==> src/rtl/alu_pkg.sv <==
// Shared types and constants for seq_alu: opcodes, FSM states and the
// active-low seven-segment encoding table.
package alu_pkg;

    typedef enum logic [2:0] {
        OP_ADD = 3'b000,
        OP_SUB = 3'b001,
        OP_AND = 3'b010,
        OP_OR  = 3'b011,
        OP_XOR = 3'b100,
        OP_SHL = 3'b101,
        OP_SHR = 3'b110,
        OP_MUL = 3'b111
    } op_t;

    typedef enum logic [1:0] {
        ST_IDLE    = 2'b00,
`ifdef ALU_MUL_EN
        ST_MUL_RUN = 2'b01,
`endif
        ST_DONE    = 2'b10
    } state_t;

    localparam logic [6:0] SEG_ZERO = 7'b1000000;

    // Entry i (bits [7i+6:7i]) is the glyph for hex digit i; bit 0 = segment a.
    localparam logic [111:0] HEX_SEG_TABLE = {
        7'b0001110, 7'b0000110, 7'b0100001, 7'b1000110,
        7'b0000011, 7'b0001000, 7'b0010000, 7'b0000000,
        7'b1111000, 7'b0000010, 7'b0010010, 7'b0011001,
        7'b0110000, 7'b0100100, 7'b1111001, 7'b1000000
    };

    function automatic logic [6:0] hex_seg(input logic [3:0] nib);
        return HEX_SEG_TABLE[7 * int'(nib) +: 7];
    endfunction

endpackage

==> src/rtl/hex_to_seg.sv <==
// Combinational 4-bit nibble to active-low seven-segment decoder.
module hex_to_seg
    import alu_pkg::*;
(
    input  logic [3:0] nib,
    output logic [6:0] seg
);

    // Table lookup of the glyph for one hex digit.
    always_comb begin
        seg = hex_seg(nib);
    end

endmodule

==> src/rtl/seq_alu.sv <==
// Clocked N-bit ALU with start/busy/done handshake and seven-segment banks.
// Define ALU_MUL_EN to build the iterative shift-add multiplier for opcode 111.
module seq_alu
    import alu_pkg::*;
#(
    parameter int N = 8
) (
    input  logic             clk,
    input  logic             rst,
    input  logic             start,
    input  logic [2:0]       op,
    input  logic [N-1:0]     a,
    input  logic [N-1:0]     b,
    output logic [N-1:0]     result,
    output logic             carry,
    output logic             negative,
    output logic             zero,
    output logic             overflow,
    output logic             busy,
    output logic             done,
    output logic [7*(N/4)-1:0] seg_a,
    output logic [7*(N/4)-1:0] seg_b,
    output logic [7*(N/4)-1:0] seg_result
);

    localparam int DIG = N / 4;
    localparam int SW  = $clog2(N);
    localparam int CW  = $clog2(N) + 1;

    state_t         state_q, state_d;
    logic [N-1:0]   a_q, a_d;
    logic [N-1:0]   b_q, b_d;
    op_t            op_q, op_d;
    logic [N-1:0]   result_q, result_d;
    logic           carry_q, carry_d;
    logic           ovf_q, ovf_d;
    logic           done_q, done_d;
    logic           busy_q, busy_d;

    logic [N-1:0]   alu_res_s;
    logic           alu_carry_s;
    logic           alu_ovf_s;
    logic [N:0]     sum_s;
    logic [N:0]     diff_s;
    logic [N:0]     shl_s;
    logic [N:0]     shr_s;
    logic [SW-1:0]  amt_s;

`ifdef ALU_MUL_EN
    logic [2*N-1:0] acc_q, acc_d;
    logic [2*N-1:0] mcand_q, mcand_d;
    logic [N-1:0]   mplier_q, mplier_d;
    logic [CW-1:0]  cnt_q, cnt_d;
`endif

    // Result and flags for the captured operands; MUL reads the finished accumulator.
    always_comb begin
        amt_s       = b_q[SW-1:0];
        sum_s       = {1'b0, a_q} + {1'b0, b_q};
        diff_s      = {1'b0, a_q} - {1'b0, b_q};
        // The extra bit catches the last bit shifted out; it stays 0 for amount 0.
        shl_s       = {1'b0, a_q} << amt_s;
        shr_s       = {a_q, 1'b0} >> amt_s;
        alu_res_s   = '0;
        alu_carry_s = 1'b0;
        alu_ovf_s   = 1'b0;
        case (op_q)
            OP_ADD: begin
                alu_res_s   = sum_s[N-1:0];
                alu_carry_s = sum_s[N];
                alu_ovf_s   = (a_q[N-1] == b_q[N-1]) && (sum_s[N-1] != a_q[N-1]);
            end
            OP_SUB: begin
                alu_res_s   = diff_s[N-1:0];
                alu_carry_s = diff_s[N];
                alu_ovf_s   = (a_q[N-1] != b_q[N-1]) && (diff_s[N-1] != a_q[N-1]);
            end
            OP_AND: alu_res_s = a_q & b_q;
            OP_OR:  alu_res_s = a_q | b_q;
            OP_XOR: alu_res_s = a_q ^ b_q;
            OP_SHL: begin
                alu_res_s   = shl_s[N-1:0];
                alu_carry_s = shl_s[N];
            end
            OP_SHR: begin
                alu_res_s   = shr_s[N:1];
                alu_carry_s = shr_s[0];
            end
            OP_MUL: begin
`ifdef ALU_MUL_EN
                alu_res_s   = acc_q[N-1:0];
                alu_carry_s = |acc_q[2*N-1:N];
                alu_ovf_s   = |acc_q[2*N-1:N];
`else
                alu_res_s   = '0;
                alu_carry_s = 1'b0;
                alu_ovf_s   = 1'b0;
`endif
            end
            default: begin
                alu_res_s   = '0;
                alu_carry_s = 1'b0;
                alu_ovf_s   = 1'b0;
            end
        endcase
    end

    // FSM next-state, operand capture and completion update.
    always_comb begin
        state_d  = state_q;
        a_d      = a_q;
        b_d      = b_q;
        op_d     = op_q;
        result_d = result_q;
        carry_d  = carry_q;
        ovf_d    = ovf_q;
        done_d   = 1'b0;
        busy_d   = busy_q;
`ifdef ALU_MUL_EN
        acc_d    = acc_q;
        mcand_d  = mcand_q;
        mplier_d = mplier_q;
        cnt_d    = cnt_q;
`endif
        case (state_q)
            ST_IDLE: begin
                busy_d = 1'b0;
                if (start) begin
                    a_d  = a;
                    b_d  = b;
                    op_d = op_t'(op);
`ifdef ALU_MUL_EN
                    if (op_t'(op) == OP_MUL) begin
                        acc_d    = '0;
                        mcand_d  = {{N{1'b0}}, a};
                        mplier_d = b;
                        cnt_d    = '0;
                        busy_d   = 1'b1;
                        state_d  = ST_MUL_RUN;
                    end else begin
                        state_d  = ST_DONE;
                    end
`else
                    state_d = ST_DONE;
`endif
                end else begin
                    state_d = ST_IDLE;
                end
            end
`ifdef ALU_MUL_EN
            ST_MUL_RUN: begin
                busy_d   = 1'b1;
                acc_d    = acc_q + (mplier_q[0] ? mcand_q : {2*N{1'b0}});
                mcand_d  = mcand_q << 1;
                mplier_d = mplier_q >> 1;
                cnt_d    = cnt_q + {{(CW-1){1'b0}}, 1'b1};
                if (cnt_q == CW'(N - 1)) begin
                    state_d = ST_DONE;
                end else begin
                    state_d = ST_MUL_RUN;
                end
            end
`endif
            ST_DONE: begin
                result_d = alu_res_s;
                carry_d  = alu_carry_s;
                ovf_d    = alu_ovf_s;
                done_d   = 1'b1;
                busy_d   = 1'b1;
                state_d  = ST_IDLE;
            end
            default: begin
                state_d = ST_IDLE;
            end
        endcase
    end

    // State and datapath registers; reset aborts any operation in flight.
    always_ff @(posedge clk or posedge rst) begin
        if (rst) begin
            state_q  <= ST_IDLE;
            a_q      <= '0;
            b_q      <= '0;
            op_q     <= OP_ADD;
            result_q <= '0;
            carry_q  <= 1'b0;
            ovf_q    <= 1'b0;
            done_q   <= 1'b0;
            busy_q   <= 1'b0;
`ifdef ALU_MUL_EN
            acc_q    <= '0;
            mcand_q  <= '0;
            mplier_q <= '0;
            cnt_q    <= '0;
`endif
        end else begin
            state_q  <= state_d;
            a_q      <= a_d;
            b_q      <= b_d;
            op_q     <= op_d;
            result_q <= result_d;
            carry_q  <= carry_d;
            ovf_q    <= ovf_d;
            done_q   <= done_d;
            busy_q   <= busy_d;
`ifdef ALU_MUL_EN
            acc_q    <= acc_d;
            mcand_q  <= mcand_d;
            mplier_q <= mplier_d;
            cnt_q    <= cnt_d;
`endif
        end
    end

    assign result   = result_q;
    assign carry    = carry_q;
    assign overflow = ovf_q;
    assign negative = result_q[N-1];
    assign zero     = (result_q == '0);
    assign busy     = busy_q;
    assign done     = done_q;

    for (genvar i = 0; i < DIG; i++) begin : g_digit
        hex_to_seg u_seg_a (.nib(a_q[4*i +: 4]),      .seg(seg_a[7*i +: 7]));
        hex_to_seg u_seg_b (.nib(b_q[4*i +: 4]),      .seg(seg_b[7*i +: 7]));
        hex_to_seg u_seg_r (.nib(result_q[4*i +: 4]), .seg(seg_result[7*i +: 7]));
    end

endmodule

==> config.mk <==
export PLATFORM = sky130hd
export DESIGN_NAME = seq_alu
export DESIGN_NICKNAME = d
export VERILOG_FILES = /design/src/rtl/alu_pkg.sv /design/src/rtl/hex_to_seg.sv /design/src/rtl/seq_alu.sv
export SDC_FILE = /design/constraint.sdc
export NUM_CORES = 1
export LEC_CHECK = 0
export BUFFER_PORTS_ARGS = -buffer_cell sky130_fd_sc_hd__clkbuf_2
export CAP_MARGIN = 10
export CORE_MARGIN = 2
export CORE_UTILIZATION = 35
export DETAILED_ROUTE_END_ITERATION = 10
export HOLD_SLACK_MARGIN = 0.02
export SYNTH_ARGS = -nofsm -noshare
export SYNTH_HDL_FRONTEND = slang
export SYNTH_SLANG_ARGS = --single-unit
==> constraint.sdc <==
create_clock -name clk -period 3 [get_ports clk]
set_clock_uncertainty 0.1 [all_clocks]
set_input_delay 0.3 -clock clk [delete_from_list [all_inputs] [get_ports clk]]
set_output_delay 0.3 -clock clk [all_outputs]
set_load 0.01 [all_outputs]
==> metrics, run 1 <==
outcome=complete, no violations; CTS root buf=clkbuf_16; Max Cap Viol=0; endpoints failing setup=0; die area=13230 sq um; Remaining Overflow, GRT=0; Slew Limit Fails=0; Initial DRC Count=377; post-synthesis sequential area ratio=17.98%; placement row count=40; CTS Buf Count=5; Final Hold Fails=0; Worst Path Arrival=2.79 ns; Final Critical Period=2.740 ns; # diodes=0; area leader, netlist=dfrtp_1; GRT Overall Usage=18.15%; Post-Syn Nets=630; number of global-route vias before repair=3836; Detail Route Antenna Nets=0; fin cells=759; crit path kind=flop to flop; most common cell in the synthesized netlist=nand2_1; I/O pin count=78; Area growth, synth to finish=15.11%; Post-Route WL=12140 um; Fin Setup TNS=0 ns; CTS tree=built; Cells after Synth=544; crit share post-route=91.34%; Switching Fraction=47.44%; Net Sw Power=0.001434 W; Syn Area/Cell=7.933 sq um; Worst-Skew Late Latency=0.28 ns; combinational share of power=61.4%; Max FO, Critical Path=9; worst rel slew slack=59.71%; Tot Pwr=0.003022 W; CTS H-tree lvls=2; top cells by count, synth=nand2_1 (65), ha_1 (62), nor2_1 (57), o21ai_0 (48), inv_1 (32); setup bufs post-CTS=0; Internal=0.001588 W; clk buf depth=2; Clock power frac=16.5%; first-pass GRT wire length=19480 um; RePlAce Congestion=1.002; Pleak=2.315 nW; CP Capture Type=flop; die width=115.0 um; prevailing post-synth register cell=dfrtp_1; Residual DRC=0; register share of total power=22.1%; async set or reset register ratio after synthesis=100.0%; Max Freq=364.9 MHz; unrepaired setup endpoints after global routing=false; DR vias=4217; EDFF count, synth=0; Worst-Margin Slew=0.5998 ns; initial cell density of the core=35.93%; initial antenna violation count=0; clk sinks=31; number of buffer cells added on primary ports=77; maximum VDD drop=0.0002212 V; #FFs+latches synth=31; Synth area leaders=dfrtp_1 (18%), ha_1 (18%), nand2_1 (5.7%), o21ai_0 (5.6%), nor2_1 (5.0%); Worst-path clk slew=0.06 ns; WL per Instance=15.99 um; top-area cell type share of the netlist area=17.98%; Hold Crit Class=input pin to flop; Initial DRT Pass Iterations=6; Netlist cell types=67; CP Data Required Time=3.05 ns; area of the core=12010 sq um; largest net degree at the start of global routing=32; HPWL after DPL=9056 um; die span in y=115.0 um; Setup crit start kind=flop; Via density=5.556; Cells after DPL=750; power per cell area=608.4 nW/um^2; Syn Std Cell Area=4315 sq um; nets@finish=697; share of cells above drive strength 1=20.92%; Ys Warns=0
[critical path, stage by stage (launching register included)]
cell,delay (ns)
dfrtp_1,0.49
inv_1,0.23
ha_1,0.29
fa_1,0.42
o21bai_1,0.20
nand2_1,0.11
a211oi_1,0.25
a2111oi_0,0.10
nor3_1,0.29
a31oi_1,0.12
[power groups by stage]
stage | Clock [W] | Sequential [W] | Combinational [W]
after CTS | 0.000504 | 0.000668 | 0.00185
after detailed placement | 0 | 0.000675 | 0.00184
after global placement | 0 | 0.000667 | 0.00182
after floorplan | 0 | 0.000625 | 0.00135
final | 0.000498 | 0.000668 | 0.00186
after global routing | 0.000524 | 0.000690 | 0.00206
[cell families (layout without fill, tap and decap cells)]
logic type / after synthesis / in the layout / synth area share [%]
compound gates: 162 / 162 / 25.11
xor+xnor: 11 / 11 / 2.232
fa+ha+maj: 64 / 64 / 18.90
buf+inv: 72 / 140 / 7.828
flops: 31 / 31 / 17.98
mux: 31 / 31 / 9.684
simple gates: 173 / 173 / 18.27
[through the flow]
| step | util, % | hold WS [ns] | instance area (sq um) | setup slack [ns] |
|---|---|---|---|---|
| after floorplan | - | 0.2727 | 4315 | 0.4187 |
| after global placement | 40.13 | 0.3009 | 4820 | 0.4467 |
| after detailed placement | 40.13 | 0.3044 | 4820 | 0.3344 |
| after CTS | 41.35 | 0.1186 | 4967 | 0.2566 |
| after global routing | 41.35 | 0.1428 | 4967 | 0.1187 |
| final | 41.35 | 0.1190 | 4967 | 0.2597 |
[sequential cells by signal, summed over array words and instances (netlist names)]
name and count:
a_q 8, b_q 8, busy 1, carry 1, op_q 3, overflow 1
result 8, state_q 1
[layout by cell type, fill, tap and decap left out, drive strengths merged, types with 5 or more instances in the layout]
cell type	n
xnor2	10
buf	18
a31oi	11
a211oi	9
clkbuf	84
o21ai	51
dfrtp	31
nor2b	13
inv	33
nand3	8
a21oi	30
o211ai	10
o22ai	7
mux4	8
a22o	5
nand2	65
nand2b	8
o31ai	7
mux2i	20
ha	62
nor3	12
nor2	58
[path summary, 6_finish.rpt]
| kind | startpoint | to | slack [ns] | depth (start not counted) |
|---|---|---|---|---|
| hold / removal | a[4] | a_q[4] | 0.12 | 3 |
| min in group asynchronous | rst | busy | 0.54 | 4 |
| max in group asynchronous | rst | a_q[6] | 1.95 | 4 |
| setup reg to reg | a_q[0] | carry | 0.26 | 9 |
| hold reg to reg | carry | carry | 0.44 | 2 |
| setup / recovery | a_q[0] | carry | 0.26 | 9 |
[routing by layer]
layer	vias to the layer above	routed length (um)	track usage [%]
met2	174	5306	28.43
met4	0	176	4.177
met5	-	0	0
li1	2064	-	-
met1	1963	5862	26.39
met3	16	793	2.741
[layout make-up]
type,instances,area (sq um)
tap,147,183.9
clock buffer,7,132.6
fill,1210,7044
clock inverter,1,5.005
multi-input combinational,441,3204
inverter,36,135.1
timing repair buffer,96,530.5
sequential,31,775.7
[timing repair]
item / CTS / global route
hold buffers: 1 / 0
resized for setup: 0 / 0
endpoints found under the hold margin: 31 / 0
setup endpoints to repair: 0 / 0
No activity file was read; power rests on OpenSTA's default activity.
==> run 2, diff against run 1 <==
PLACE_DENSITY = 0.64   (was unset)
==> run 2 against run 1 <==
Via count increased by 0.71%. Die area unchanged. Fmax increased by 0.31%. Critical path depth unchanged. Combinational power about the same. First-iteration DRC count decreased by 14%. Critical path type unchanged. Clock-buffer cell count decreased by 2. Sequential cell count unchanged. Global-route usage increased by 0.85 points.
==> metrics, run 2 (same netlist as run 1, synthesis figures left out) <==
power per cell area=610.0 nW/um^2 (+0.26%); Final Critical Period=2.732 ns (-0.008481 ns); WL per Instance=16.50 um (+3.2%); Via density=5.581 (+0.45%); CTS root buf=clkbuf_16; Max FO, Critical Path=9 (unchanged); Fin Setup TNS=0 ns (unchanged); initial cell density of the core=35.93% (unchanged); Initial DRT Pass Iterations=5 (-1); Area growth, synth to finish=15.74%; GRT Overall Usage=19.00% (+0.85 points); DR vias=4247 (+0.71%); most frequent cells in the layout=clkbuf_2 (77), nand2_1 (65), ha_1 (61); Detail Route Antenna Nets=0 (unchanged); area of the core=12010 sq um (unchanged); CTS Buf Count=5 (unchanged); clk buf depth=2 (unchanged); Slew Limit Fails=0 (unchanged); Worst-Margin Slew=0.8453 ns (+0.2456 ns); placement row count=40 (unchanged); fin cells=761 (+0.26%); die span in y=115.0 um (unchanged); origin of the worst setup path=a_q[0]; most common cell after layout, fill and taps aside=clkbuf_2; outcome=complete, no violations; crit path kind=flop to flop; Worst Path Arrival=2.79 ns (about the same); worst rel slew slack=43.58% (-16 points); # diodes=0 (unchanged); CP Data Required Time=3.05 ns (about the same); crit share post-route=91.06% (-0.28 points); Final Util=41.58% (+0.23 points); maximum VDD drop=0.0003043 V (+38%); Residual DRC=0 (unchanged); clk sinks=31 (unchanged); CTS tree=built; Setup crit start kind=flop; Max Freq=366.1 MHz (+0.31%); number of global-route vias before repair=3879 (+1.1%); Cells after DPL=750 (unchanged); endpoints failing setup=0 (unchanged); Worst-path clk slew=0.06 ns (about the same); initial antenna violation count=0 (unchanged); Initial DRC Count=323 (-14%); largest net degree at the start of global routing=40 (+25%); first-pass GRT wire length=20130 um (+3.3%); number of buffer cells added on primary ports=77 (unchanged); Remaining Overflow, GRT=0 (unchanged); Worst-Skew Late Latency=0.29 ns (about the same); RePlAce Congestion=0.9746 (-2.7%); die width=115.0 um (unchanged); Final Hold Fails=0 (unchanged); HPWL after DPL=9305 um (+2.8%); CTS H-tree lvls=2 (unchanged); Hold-fix buffers, CTS=0 (-1); I/O pin count=78 (unchanged); Post-Route WL=12550 um (+3.4%); reg-to-reg startpoint=a_q[0]; Max Cap Viol=0 (unchanged); Hold Crit Class=input pin to asynchronous set/reset pin; die area=13230 sq um (unchanged); CP Capture Type=flop; nets@finish=699 (+0.29%); Pleak=2.316 nW (about the same); share of cells above drive strength 1=22.15% (+1.2 points)
-- run 2: cell count changes in the layout (fill, tap and decap cells not counted), sizes merged --
cell / previous run / this run
dlygate4sd3: 1 / 0
inv: 33 / 32
clkbuf: 84 / 82
clkinvlp: 0 / 3
buf: 18 / 21
-- run 2: final timing paths --
| kind | slack (ns) | cells past startpoint | end |
|---|---|---|---|
| setup / recovery | 0.27 | 9 | carry |
| hold / removal | 0.06 | 2 | result[4] |
| setup reg to reg | 0.27 | 9 | carry |
| hold reg to reg | 0.46 | 2 | carry |
| max in group asynchronous | 2.11 | 3 | a_q[0] |
| min in group clk | 0.12 | 3 | b_q[7] |
-- run 2: area by class of cell --
| class | instances | area, sq um |
|---|---|---|
| Clock buffer | 5 | 125.1 |
| Clock inverter | 3 | 20.02 |
| Fill cell | 1234 | 7017 |
| Inverter | 36 | 138.9 |
| Multi-Input combinational cell | 441 | 3207 |
| Sequential cell | 31 | 777.0 |
| Tap cell | 147 | 183.9 |
| Timing Repair Buffer | 98 | 543.0 |
-- run 2: repair_timing --
| action | CTS | global route |
|---|---|---|
| setup endpoints to repair | 0 | 1 |
| gates resized for setup | 0 | 3 |
| setup buffers | 0 | 3 |
| hold endpoints to repair | 0 | 0 |
-- run 2: through the flow --
stage,setup slack (ns),power [W],hold WS (ns),area [sq um]
3_3_place_gp,0.4443,0.002487,0.3943,4820
2_1_floorplan,0.4187,0.001975,0.2727,4315
4_1_cts,0.2067,0.003043,0.1129,4965
6_report,0.2682,0.003047,0.06285,4995
5_1_grt,-0.02306,0.003316,0.1278,4995
3_5_place_dp,0.2316,0.002516,0.4109,4820
-- run 2: where the power goes --
part | total (W) | switching [W] | internal, W
Combinational | 0.00186 | 0.00107 | 0.000791
Clock | 0.000512 | 0.000206 | 0.000306
Sequential | 0.000671 | 0.000176 | 0.000495
-- run 2: per-layer routing --
layer,global-route usage (%),vias up,share of wire (%)
met3,2.899,10,5.2
met4,5.462,0,1.1
met1,27.28,2023,48
li1,-,2067,-
met5,0,-,0
met2,29.61,147,46
-- run 2: critical path: stages, from the launching register on --
cell and delay, ns:
dfrtp_1 0.53, clkinvlp_4 0.22, ha_1 0.27, fa_1 0.43, o21bai_1 0.19, nand2_1 0.13
a211oi_1 0.24, a2111oi_0 0.10, nor3_1 0.27, a31oi_1 0.12
==> run 3, diff against run 2 <==
--- a/config.mk
+++ b/config.mk
@@ -8,9 +8,10 @@
 export BUFFER_PORTS_ARGS = -buffer_cell sky130_fd_sc_hd__clkbuf_2
 export CAP_MARGIN = 10
-export CORE_MARGIN = 2
+export CELL_PAD_IN_SITES_DETAIL_PLACEMENT = 0
+export CELL_PAD_IN_SITES_GLOBAL_PLACEMENT = 1
 export CORE_UTILIZATION = 35
 export DETAILED_ROUTE_END_ITERATION = 10
 export HOLD_SLACK_MARGIN = 0.02
-export PLACE_DENSITY = 0.64
+export PLACE_DENSITY = 0.8
 export SYNTH_ARGS = -nofsm -noshare
 export SYNTH_HDL_FRONTEND = slang
==> constraint.sdc (replaced) <==
create_clock -name clk -period 3 [get_ports clk]
set_clock_uncertainty 0.1 [all_clocks]
set_input_delay 0.15 -clock clk [delete_from_list [all_inputs] [get_ports clk]]
set_output_delay 0.15 -clock clk [all_outputs]
set_load 0.01 [all_outputs]
==> run 3 against run 2 <==
Worst hold slack improved by 0.26 ns. Core utilization rose by 1.6 points. Die area fell by 3.4%. Fmax rose by 0.61%. Clock-buffer cell count rose by 2. Register-to-register slack improved by 0.02 ns.
==> metrics, run 3 (same netlist as run 1, synthesis figures left out) <==
number of buffer cells added on primary ports=77 (unchanged); Detail Route Antenna Nets=0 (unchanged); area post-placement=4820 sq um (unchanged); WL per Instance=15.57 um (-5.6%); share of cells above drive strength 1=20.76% (-1.4 points); I/O pin count=78 (unchanged); CTS H-tree lvls=2 (unchanged); CP Capture Type=flop; Finished Cell Area=5182 sq um (+3.8%); worst r2r dst=carry; Via density=5.440 (-2.5%); most frequent cells in the layout=clkbuf_2 (77), nand2_1 (65), ha_1 (61); CTS root buf=clkbuf_16; Initial DRC Count=307 (-5.0%); placement row count=40 (unchanged); nets@finish=716 (+2.4%); reg-to-reg startpoint=a_q[0]; Final Critical Period=2.715 ns (-0.01651 ns); Post-Route WL=12120 um (-3.5%); Fillers=1225 (-0.73%); maximum VDD drop=0.0002356 V (-23%); Worst-path clk slew=0.05 ns (about the same); clk buf depth=2 (unchanged); DR vias=4232 (-0.35%); Worst-Skew Late Latency=0.29 ns (about the same); Hold Crit Class=input pin to flop; RePlAce Congestion=0.9401 (-3.5%); initial cell density of the core=35.93% (unchanged); endpoints failing setup=0 (unchanged); Worst-Margin Slew=0.5980 ns (-0.2473 ns); power per cell area=596.3 nW/um^2 (-2.2%); crit path kind=flop to flop; Slew Limit Fails=0 (unchanged); area of the core=12010 sq um (unchanged); unrepaired setup endpoints after global routing=false; Max FO, Critical Path=9 (unchanged); clk sinks=31 (unchanged); die span in y=113.0 um (-1.7%); CTS tree=built; Remaining Overflow, GRT=0 (unchanged); Final Hold Fails=0 (unchanged); outcome=complete, no violations; CP Data Required Time=3.06 ns (about the same); Pleak=2.401 nW (+3.7%); die area=12780 sq um (-3.4%); Residual DRC=0 (unchanged); Fin Setup TNS=0 ns (unchanged); largest net degree at the start of global routing=40 (unchanged); # diodes=0 (unchanged); Worst Path Arrival=2.77 ns (-0.02 ns); CP Capture Point=carry; Max Freq=368.3 MHz (+0.61%); initial antenna violation count=0 (unchanged); HPWL after DPL=8955 um (-3.8%); Initial DRT Pass Iterations=5 (unchanged); first-pass GRT wire length=19960 um (-0.82%); number of global-route vias before repair=3902 (+0.59%); worst rel slew slack=59.83% (+16 points); Register-to-Register Path Depth=9 (unchanged); crit share post-route=90.51% (-0.55 points); origin of the worst setup path=a_q[0]; most common cell after layout, fill and taps aside=clkbuf_2; CTS Buf Count=5 (unchanged); die width=113.0 um (-1.7%); flop2flop setup slack=0.28 ns (+0.02 ns); worst hold start=start; GRT Overall Usage=19.38% (+0.38 points); Max Cap Viol=0 (unchanged); Setup crit start kind=flop; Area growth, synth to finish=20.09%
[run 3: cell count changes in the layout (fill, tap and decap cells not counted)]
cell | before | now
inv_1 | 31 | 32
clkinvlp_4 | 3 | 1
dfrtp_2 | 1 | 0
dfrtp_1 | 30 | 31
dlygate4sd3_1 | 0 | 20
clkinv_2 | 1 | 0
buf_4 | 21 | 18
clkbuf_8 | 0 | 2
[run 3: worst min-delay path by stage]
| stage | endpoint | slack, ns | depth (start not counted) |
|---|---|---|---|
| 2_1_floorplan | a_q[0] | 0.15 | 1 |
| 3_3_place_gp | busy | 0.16 | 3 |
| 3_5_place_dp | state_q[1] | 0.16 | 3 |
| 4_1_cts | state_q[1] | 0.31 | 3 |
| 5_1_grt | state_q[1] | 0.34 | 3 |
| 6_report | state_q[1] | 0.32 | 3 |
[run 3: power breakdown]
| group | internal, W | leakage, nW | total (W) | switching (W) |
|---|---|---|---|---|
| sequential | 0.000495 | 0.378 | 0.000675 | 0.000180 |
| combinational | 0.000804 | 1.95 | 0.00186 | 0.00106 |
| clock | 0.000353 | 0.0761 | 0.000553 | 0.000200 |
[run 3: layer usage]
metal  global-route usage, %  wire length [um]
met5                       0                 0
met4                   5.351               123
met3                   2.517               698
met2                   30.92              5383
met1                   27.42              5910
[run 3: critical path, cell delays in order, from the launching register on]
cell       delay, ns
dfrtp_1         0.49
inv_1           0.23
ha_1            0.30
fa_1            0.43
o21bai_1        0.19
nand2_1         0.10
a211oi_1        0.23
a2111oi_0       0.10
nor3_1          0.29
a31oi_1         0.12
[run 3: layout make-up]
type / count / area (sq um) / area share, %
Inverter: 36 / 135.1 / 2.607
Tap cell: 147 / 183.9 / 3.549
Sequential cell: 31 / 775.7 / 14.97
Timing Repair Buffer: 115 / 720.7 / 13.91
Clock inverter: 1 / 7.507 / 0.1449
Clock buffer: 7 / 152.6 / 2.945
Multi-Input combinational cell: 441 / 3207 / 61.88
[run 3: timing repair]
| action | CTS | global route |
|---|---|---|
| setup endpoints to repair | 0 | 1 |
| buffers inserted | 0 | 0 |
| endpoints found under the hold margin | 50 | 0 |
| hold buffers | 20 | 0 |
| gates resized for setup | 0 | 1 |
[run 3: metrics by stage]
step | setup slack (ns) | std cells | hold slack, ns | total power (W) | utilization [%]
final | 0.2847 | 778 | 0.3181 | 0.003091 | 43.15
after global routing | 0.06856 | 778 | 0.3433 | 0.003353 | 43.15
after CTS | 0.2835 | 778 | 0.3117 | 0.003097 | 43.13
after detailed placement | 0.2933 | 750 | 0.1576 | 0.002508 | 40.13
after global placement | 0.4328 | 750 | 0.1557 | 0.002489 | 40.13
after floorplan | 0.4187 | 544 | 0.1535 | 0.001975 | -
